File: src/rtl/crc_tx_framer.sv
// crc_tx_framer: passes framed data words through and appends one CRC word
// after the last data word of each frame. Valid/ready on both sides.
module crc_tx_framer #(
    parameter int unsigned                 DATA_WIDTH      = 8,
    parameter int unsigned                 POLYNOMIAL_BITS = 8,
    parameter logic [POLYNOMIAL_BITS-1:0]  POLYNOMIAL      = 8'h07,
    parameter logic [POLYNOMIAL_BITS-1:0]  CRC_INIT        = 8'h00
) (
    input  logic                  clk,
    input  logic                  rst_n,
    input  logic                  in_valid,
    output logic                  in_ready,
    input  logic [DATA_WIDTH-1:0] in_data,
    input  logic                  in_last,
    output logic                  out_valid,
    input  logic                  out_ready,
    output logic [DATA_WIDTH-1:0] out_data,
    output logic                  out_is_crc,
    output logic                  out_last,
    output logic [15:0]           frames_sent
);

    localparam int unsigned CW   = POLYNOMIAL_BITS;
    localparam int unsigned FS_W = 16;

    typedef enum logic {
        ST_DATA = 1'b0,
        ST_CRC  = 1'b1
    } state_t;

    state_t                state_q, state_d;
    logic [CW-1:0]         crc_q, crc_d;
    logic                  valid_d;
    logic [DATA_WIDTH-1:0] data_d;
    logic                  is_crc_d;
    logic                  last_d;
    logic                  free_c;

    // MSB-first, non-reflected CRC update over one whole word
    function automatic logic [CW-1:0] next_crc(input logic [CW-1:0] c,
                                               input logic [DATA_WIDTH-1:0] d);
        logic [CW-1:0] r;
        logic          fb;
        r = c;
        for (int i = int'(DATA_WIDTH) - 1; i >= 0; i--) begin
            fb = r[CW-1] ^ d[i];
            r  = r << 1;
            if (fb) begin
                r = r ^ POLYNOMIAL;
            end
        end
        return r;
    endfunction

    // Output register can take a new word when empty or being drained
    assign free_c = !out_valid || out_ready;

    // State, CRC and output word registers
    always_ff @(posedge clk) begin
        if (!rst_n) begin
            state_q    <= ST_DATA;
            crc_q      <= CRC_INIT;
            out_valid  <= 1'b0;
            out_data   <= '0;
            out_is_crc <= 1'b0;
            out_last   <= 1'b0;
        end else begin
            state_q    <= state_d;
            crc_q      <= crc_d;
            out_valid  <= valid_d;
            out_data   <= data_d;
            out_is_crc <= is_crc_d;
            out_last   <= last_d;
        end
    end

    // Next-state, next CRC and next output word
    always_comb begin
        state_d  = state_q;
        crc_d    = crc_q;
        valid_d  = out_valid;
        data_d   = out_data;
        is_crc_d = out_is_crc;
        last_d   = out_last;
        in_ready = 1'b0;
        case (state_q)
            ST_DATA: begin
                in_ready = free_c;
                if (in_valid && free_c) begin
                    valid_d  = 1'b1;
                    data_d   = in_data;
                    is_crc_d = 1'b0;
                    last_d   = 1'b0;
                    crc_d    = next_crc(crc_q, in_data);
                    if (in_last) begin
                        state_d = ST_CRC;
                    end
                end else if (free_c) begin
                    valid_d = 1'b0;
                end
            end
            ST_CRC: begin
                if (free_c) begin
                    valid_d  = 1'b1;
                    data_d   = DATA_WIDTH'(crc_q);
                    is_crc_d = 1'b1;
                    last_d   = 1'b1;
                    crc_d    = CRC_INIT;
                    state_d  = ST_DATA;
                end
            end
            default: begin
                state_d = ST_DATA;
            end
        endcase
    end

    // Completed-frame counter, bumped when a CRC word leaves
    always_ff @(posedge clk) begin
        if (!rst_n) begin
            frames_sent <= '0;
        end else begin
            frames_sent <= frames_sent + FS_W'(out_valid && out_ready && out_is_crc);
        end
    end

endmodule
File: config.mk
export PLATFORM = sky130hd
export DESIGN_NAME = crc_tx_framer
export DESIGN_NICKNAME = d
export VERILOG_FILES = /design/src/rtl/crc_tx_framer.sv
export SDC_FILE = /design/constraint.sdc
export NUM_CORES = 1
export LEC_CHECK = 0
export CORE_ASPECT_RATIO = 1.5
export CORE_UTILIZATION = 30
export DETAILED_ROUTE_END_ITERATION = 6
export MAX_ROUTING_LAYER = met4
export PLACE_DENSITY_LB_ADDON = 0.1
export SLEW_MARGIN = 20
export SYNTH_ARGS = -nofsm -noshare
export SYNTH_HDL_FRONTEND = slang
export SYNTH_SLANG_ARGS = --single-unit
File: constraint.sdc
create_clock -name clk -period 3 [get_ports clk]
set_clock_uncertainty 0.05 [all_clocks]
set_input_delay 0.6 -clock clk [delete_from_list [all_inputs] [get_ports clk]]
set_output_delay 0.6 -clock clk [all_outputs]
set_load 0.05 [all_outputs]
# Word-level counts from Yosys, hierarchy flattened
# Index checks and enable logic that the tools add are counted.
word_totals:
  reg_bits: 35
  latch_bits: 0
  ramBits: 0
  romBits: 0
  in_bits: 13
  wordCells: 73
  mem_count: 0
classes:
  add_sub_neg: 1
  multipliers: 0
  div_mod_pow: 0
  n_lt_le_gt_ge: 0
  eq_ne: 3
  shifts: 0
  muxes: 39
  n_bitwise: 17
  n_reduce_logical: 7
op_table:
  columns: ["cell", "count"]
  rows:
  - ["$mux W8", 18]
  - ["$pmux W8 S2", 2]
  - ["$mux W3", 8]
  - ["$not A3 Y3", 8]
  - ["$add A16 B1 Y16", 1]
  - ["$mux W1", 8]
  - ["$xor A1 B1 Y1", 8]
  - ["$pmux W1 S2", 3]
  - ["$reduce_and A2 Y1", 2]
  - ["$logic_and A1 B1 Y1", 3]
  - ["$ne A3 B3 Y1 const B", 1]
  - ["$ne A2 B1 Y1 const B", 1]
  - ["$ne A2 B2 Y1 const B", 1]
  - ["$logic_not A1 Y1", 1]
  - ["$logic_or A1 B1 Y1", 1]
  - ["$not A1 Y1", 1]

# Depth between registers and ports, before layout
# Gate-level depths: netlist (run 1).
logic_depth:
  depth_word: 33
  depth_mapped: 7

# Least setup slack after synthesis (run 1)
# No wires, ideal clock.
synth_timing:
  path_type: "reg2out"
  start: "register out_valid"
  end: "output in_ready"
  arrival_ns: 1.572
  required_ns: 2.350
  slack_ns: 0.778
  path_stages_with_launch: 4
  path_buffers: 1
  cell_sequence: "dfxtp_1 -> nor2b_2 -> buf_1 -> nor2_1"
synth_via:
  elab_chain_len: 3
synth_lines:
  columns: ["item", "line_no", "rtl"]
  rows:
  - ["start, declared", "15", "output logic out_valid,"]
  - ["start signal, assigned", "70", "out_valid <= valid_d;"]
  - ["$logic_not A1 Y1", "56", "assign free_c = !out_valid || out_ready;"]
  - ["$logic_or A1 B1 Y1", "56", null]
  - ["$mux W1", "86", "case (state_q)"]
  - ["end, declared", "12", "output logic in_ready,"]
# No other way between the ends.

# Worst setup path after layout (run 1)
layout_timing:
  start: "input out_ready"
  end: "register frames_sent[14]"
layout_via:
  elab_chain_len: 3
layout_lines:
  columns: ["item", "line_no", "rtl"]
  rows:
  - ["start, declared", "16", "input logic out_ready,"]
  - ["$logic_and A1 B1 Y1 (2 in series)", "123", "frames_sent <= frames_sent + FS_W'(out_valid && out_ready && out_is_crc);"]
  - ["$add A16 B1 Y16", "123", null]
  - ["end signal, assigned", "123", null]
  - ["end, declared", "20", "output logic [15:0] frames_sent"]
# No other way between the ends.
# A chain may end at the register's enable or synchronous reset.

==> results of run 1 <==
==> layer usage <==
| metal | track usage [%] | up-vias | share of wire (%) |
|---|---|---|---|
| met1 | 18.2 | 828 | 42 |
| met4 | 6.57 | 0 | 1.9 |
| li1 | - | 865 | - |
| met2 | 27.1 | 43 | 52 |
| met3 | 3.83 | 7 | 3.8 |
| met5 | - | - | 0 |
==> power by group through the flow <==
stage	clock network, mW	logic, mW	registers [mW]
6_report	0.358	0.575	0.585
2_1_floorplan	0	0.429	0.621
4_1_cts	0.375	0.581	0.585
5_1_grt	0.399	0.622	0.596
3_5_place_dp	0	0.580	0.595
3_3_place_gp	0	0.574	0.595
==> critical path: stages <==
cell             delay (ps)
clkdlybuf4s50_1         500
and3_1                  190
ha_1                    170
ha_1                    200
and4_1                  230
nand2_1                  60
or3_1                   350
a21oi_1                 140
==> registers in the layout, indices dropped and copies added (netlist names) <==
signal and count:
out_last 1, out_valid 1, frames_sent 16, state_q 1
out_data 8, crc_q 8
==> cells by family after synthesis <==
| family | Yosys count | synth area share (%) |
|---|---|---|
| AO/OA/AOI/OAI | 47 | 15.4 |
| XOR/XNOR | 28 | 19.2 |
| buffers and inverters | 20 | 5.13 |
| flip-flops | 35 | 35.4 |
| adder cells (fa/ha/maj) | 3 | 1.90 |
| AND/OR/NAND/NOR | 86 | 22.8 |
==> cell type report <==
class | instances | area [um^2]
sequential | 35 | 701
clock inverter | 1 | 5.00
clock buffer | 6 | 82.6
tap | 74 | 92.6
inverter | 5 | 18.8
fill | 656 | 3740
multi-input combinational | 164 | 1170
timing repair buffer | 47 | 450
==> worst max path at each step <==
stage                     slack (ps)              end
after CTS                        720  frames_sent[14]
final                            720  frames_sent[14]
after floorplan                  780         in_ready
after global routing             640  frames_sent[14]
after global placement           470  frames_sent[14]
after detailed placement         420  frames_sent[14]
==> cell usage in the layout (no fill, tap or decap), types with 2 or more instances in the layout <==
cell             instances
or3_1                    2
inv_1                    4
nand3b_1                 3
buf_4                    8
nand3_1                 12
a21oi_1                 17
nor2_1                  18
a21boi_0                 2
o22ai_1                  6
clkdlybuf4s50_1         39
and4_1                   2
xor2_1                  11
and2_1                   7
ha_1                     3
clkbuf_8                 6
xnor3_1                  6
nand2b_1                 7
dfxtp_1                 35
o21ai_0                  3
a31oi_1                  3
xor3_1                   2
nor3_1                   9
xnor2_1                  7
nand2_1                 11
nand4_1                  8
o221ai_1                 7
and3_1                   4
==> impl_metrics.env, run 1 <==
export IMPL_status="complete, no violations"
export IMPL_hpwl_um=3600
export IMPL_wl_per_cell_um=15.4
export IMPL_syn_area_um2=1980
export IMPL_gp_congestion=0.764
export IMPL_final_util_pct=40.3
export IMPL_p_total_mw=1.52
export IMPL_powerDensity_nw_per_um2=601
export IMPL_setup_viol=0
export IMPL_cts_made_buffers=5
export IMPL_dp_slack_ps=418
export IMPL_fmax_ghz=0.439
export IMPL_hold_start="frames_sent[15]"
export IMPL_yosysSeqAreaShare_pct=35.4
export IMPL_r2r_slack_ps=1170
export IMPL_diodes=0
export IMPL_final_area_um2=2520
export IMPL_grt_pass1_vias=1621
export IMPL_fin_ws_ps=724
export IMPL_holdPathStages=2
export IMPL_grt_overflow_total=0
export IMPL_post_cts_buffers=0
export IMPL_grt_usage_pct=16.3
export IMPL_cts_tree="yes"
export IMPL_internal_power_mw=1.03
export IMPL_p_sw_share_pct=32.1
export IMPL_ys_warn_count=0
export IMPL_clk_latency_ps=290
export IMPL_cp_required_ps=3170
export IMPL_endpoint_kind="register"
export IMPL_max_cap_violations=0
export IMPL_portBuffers=40
export IMPL_rsz0062_at_grt="no"
export IMPL_clk_path_buf_depth=2
export IMPL_die_w_um=68.3
export IMPL_async_reset_ff_share_pct=0
export IMPL_final_setup_tns_ps=0
export IMPL_rows=35
export IMPL_area_growth_pct=27.7
export IMPL_cts_resized_gates=0
export IMPL_ant_nets=0
export IMPL_grt_max_degree=22
export IMPL_syn_mean_instance_area_um2=9.03
export IMPL_cts_root_buf="clkbuf_8"
export IMPL_p_switching_uw=487
export IMPL_cts_hold_buf=0
export IMPL_dpl_cell_area_um2=2440
export IMPL_slew_viol_final=0
export IMPL_floorplan_die_area_um2=6920
export IMPL_antenna_found_initial=0
export IMPL_die_h_um=101
export IMPL_combPwrFrac_pct=37.9
export IMPL_p_seq_share_pct=38.5
export IMPL_design_core_area_um2=6260
export IMPL_r2r_cells=7
export IMPL_drive_gt1_share_pct=7.36
export IMPL_ys_top_cells_by_area="dfxtp_1 (35%), xnor3_1 (6.8%), xor2_1 (4.9%)"
export IMPL_cts_sinks=35
export IMPL_leakage_nw=0.972
export IMPL_drc=0
export IMPL_num_io_pins=41
export IMPL_yosys_top_cells_count="dfxtp_1 (35), nor2_1 (18), a21oi_1 (17)"
export IMPL_slew_limit_headroom_pct=59.0
export IMPL_drt_iter0_drc=70
export IMPL_whs_ps=442
export IMPL_synth_main_ff_cell="dfxtp_1"
export IMPL_synth_nets=235
export IMPL_period_share_pct=75.9
export IMPL_hold_viol_final=0
export IMPL_synth_seq_cells=35
export IMPL_synth_cell_types=43
export IMPL_post_drt_via_cell_ratio=5.25
export IMPL_tightest_slew_ps=613
export IMPL_finalNonFillerCells=332
export IMPL_drt_total_wl_um=5110
export IMPL_nNetsFinal=274
export IMPL_reg2reg_from="out_last"
export IMPL_post_place_cells=325
export IMPL_arrival_ps=2450
export IMPL_grt_pass1_wl_um=8000
export IMPL_clk_pin_slew_ps=70
export IMPL_r2r_end="frames_sent[14]"
export IMPL_worstHoldEndpoint="frames_sent[15]"
export IMPL_num_vias=1743
export IMPL_p_clk_share_pct=23.6
export IMPL_yosysMostFrequentCell="dfxtp_1"
export IMPL_worst_path_max_fanout=3
export IMPL_synth_cells=219
export IMPL_synth_top_cell_by_area="dfxtp_1"
export IMPL_cp_start_kind="primary input"
export IMPL_start_util_pct=31.6
export IMPL_ir_drop_uv=363
export IMPL_worstSetupPathType="primary input to register"
export IMPL_first_pass_iters=4
export IMPL_hold_class="register to register"
export IMPL_htree_num_levels=2
export IMPL_yosys_area_top_type_share_pct=35.4
export IMPL_synth_edf_count=0
export IMPL_period_needed_ps=2280
export IMPL_cp_startpoint="out_ready"
No activity file was read; power rests on OpenSTA's default activity.
==> run 2, diff against run 1 <==
clock period = 2.35 ns   (was 3 ns; I/O delays follow)
==> run 2 against run 1 <==
Flip-flop and latch count stayed put. Register-to-register slack lost 620 ps. Routed wire length grew 1.5%. Final cell count grew 3.0%. Critical path depth is 3 lower. Cell area up 3.7%. Sequential share of layout area shrank 0.98 points. Clock power increased by 39%. Core utilization increased by 1.5 points. Critical endpoint is now in_ready. Largest power group unchanged. Highest routed layer unchanged.
==> impl_metrics.env, run 2 (synthesized netlist as in run 1, its figures left out) <==
export IMPL_clk_pin_slew_ps=70
export IMPL_hpwl_um=3740
export IMPL_period_share_pct=92.2
export IMPL_num_io_pins=41
export IMPL_status="complete, no violations"
export IMPL_hold_class="register to register"
export IMPL_design_core_area_um2=6260
export IMPL_cp_start_kind="primary input"
export IMPL_dp_slack_ps=14.9
export IMPL_met1Wirelength_um=2000
export IMPL_topRoutingLayerUsed="met4"
export IMPL_top_regs="frames_sent x16, crc_q x8, out_data x8"
export IMPL_gp_congestion=0.743
export IMPL_dpl_cell_area_um2=2520
export IMPL_critical_path_top_delay_family="buffers and inverters"
export IMPL_portBuffers=40
export IMPL_seq_area_um2=701
export IMPL_multi_input_area_um2=1170
export IMPL_drt_total_wl_um=5180
export IMPL_crit_path_max_incr_delay_ps=410
export IMPL_period_needed_ps=2170
export IMPL_drive_gt1_share_pct=10.4
export IMPL_largest_reg_flops=16
export IMPL_area_growth_pct=32.4
export IMPL_grt_pass1_wl_um=7980
export IMPL_p_switching_uw=625
export IMPL_ir_drop_uv=313
export IMPL_cts_made_buffers=5
export IMPL_slew_viol_final=0
export IMPL_slew_limit_headroom_pct=65.7
export IMPL_p_clk_share_pct=25.0
export IMPL_worst_path_max_fanout=6
export IMPL_tightest_slew_ps=513
export IMPL_cts_root_buf="clkbuf_8"
export IMPL_internal_power_mw=1.36
export IMPL_nNetsFinal=283
export IMPL_drc=0
export IMPL_worstPathCellList="clkdlybuf4s50_1 > buf_4 > nor2b_2 > nor2_1 > buf_4"
export IMPL_final_setup_tns_ps=0
export IMPL_fill_cells=656
export IMPL_grt_usage_pct=16.7
export IMPL_top_register="frames_sent"
export IMPL_antenna_found_initial=0
export IMPL_final_cell_mix="clkdlybuf4s50_1 (39), dfxtp_1 (35), nor2_1 (18)"
export IMPL_rsz0062_at_grt="no"
export IMPL_htree_num_levels=2
export IMPL_start_util_pct=31.6
export IMPL_rows=35
export IMPL_final_area_um2=2620
export IMPL_floorplan_die_area_um2=6920
export IMPL_p_total_mw=1.99
export IMPL_worstSetupPathType="primary input to output port"
export IMPL_cp_required_ps=1830
export IMPL_cts_tree="yes"
export IMPL_p_sw_share_pct=31.5
export IMPL_clk_latency_ps=290
export IMPL_hold_viol_final=0
export IMPL_cts_hold_buf=0
export IMPL_endpoint_kind="output port"
export IMPL_first_pass_iters=4
export IMPL_fmax_ghz=0.461
export IMPL_die_h_um=101
export IMPL_fin_ws_ps=183
export IMPL_clk_path_buf_depth=2
export IMPL_die_w_um=68.3
export IMPL_drt_iter0_drc=57
export IMPL_route_met3_wl_um=194
export IMPL_post_cts_buffers=0
export IMPL_grt_max_degree=35
export IMPL_max_cap_violations=0
export IMPL_final_common_cell="clkdlybuf4s50_1"
export IMPL_powerDensity_nw_per_um2=758
export IMPL_combPwrFrac_pct=37.4
export IMPL_leakage_nw=1.03
export IMPL_diodes=0
export IMPL_num_vias=1776
export IMPL_cts_resized_gates=0
export IMPL_post_drt_via_cell_ratio=5.19
export IMPL_wl_per_cell_um=15.1
export IMPL_grt_pass1_vias=1674
export IMPL_crit_slowest_cell="clkdlybuf4s50_1"
export IMPL_route_met2_wl_um=2850
export IMPL_arrival_ps=1650
export IMPL_cp_common_cell="buf_4"
export IMPL_whs_ps=435
export IMPL_grt_overflow_total=0
export IMPL_p_seq_share_pct=37.6
export IMPL_setup_viol=0
export IMPL_ant_nets=0
export IMPL_crit_buf_inv=3
export IMPL_cts_sinks=35
==> run 2: cell types whose count changed in the layout (fill, tap and decap cells not counted) <==
cell,before,now
clkbuf_8,6,7
clkbuf_1,0,1
buf_4,8,16
clkinv_2,1,0
buf_12,0,1
==> run 2: worst paths after layout <==
kind | cells after the start | slack (ps) | startpoint | endpoint
max | 5 | 180 | out_ready | in_ready
min | 2 | 440 | frames_sent[15] | frames_sent[15]
max reg2reg | 4 | 550 | crc_q[1] | crc_q[3]
min reg2reg | 2 | 440 | frames_sent[15] | frames_sent[15]
==> run 2: worst register-to-register path, cell delays in order (launching register included) <==
cell and delay (ps):
dfxtp_1 410, xnor3_2 480, xnor3_1 360, and3_1 180, o31a_1 220
==> run 2: final cells by class <==
class	instances	share of cell area (%)
Clock buffer	8	3.82
Inverter	5	0.717
Multi-Input combinational cell	164	44.9
Sequential cell	35	26.8
Tap cell	74	3.54
Timing Repair Buffer	56	20.3
==> run 2: power by group through the flow <==
| stage | Combinational [mW] | Sequential [mW] | Clock [mW] |
|---|---|---|---|
| 2_1_floorplan | 0.548 | 0.792 | 0 |
| 3_3_place_gp | 0.740 | 0.760 | 0 |
| 3_5_place_dp | 0.748 | 0.761 | 0 |
| 4_1_cts | 0.751 | 0.747 | 0.518 |
| 5_1_grt | 0.801 | 0.758 | 0.542 |
| 6_report | 0.742 | 0.747 | 0.497 |
==> run 2: metal layers <==
metal | track usage [%] | up-vias
li1 | - | 883
met1 | 16.1 | 839
met2 | 30.1 | 45
met3 | 3.60 | 9
met4 | 8.01 | 0
met5 | - | -
==> run 2: per-stage QoR <==
stage          instances  utilization, %
2_1_floorplan        219               -
3_3_place_gp         334            40.2
3_5_place_dp         334            40.2
4_1_cts              342            41.8
5_1_grt              342            41.8
6_report             342            41.8
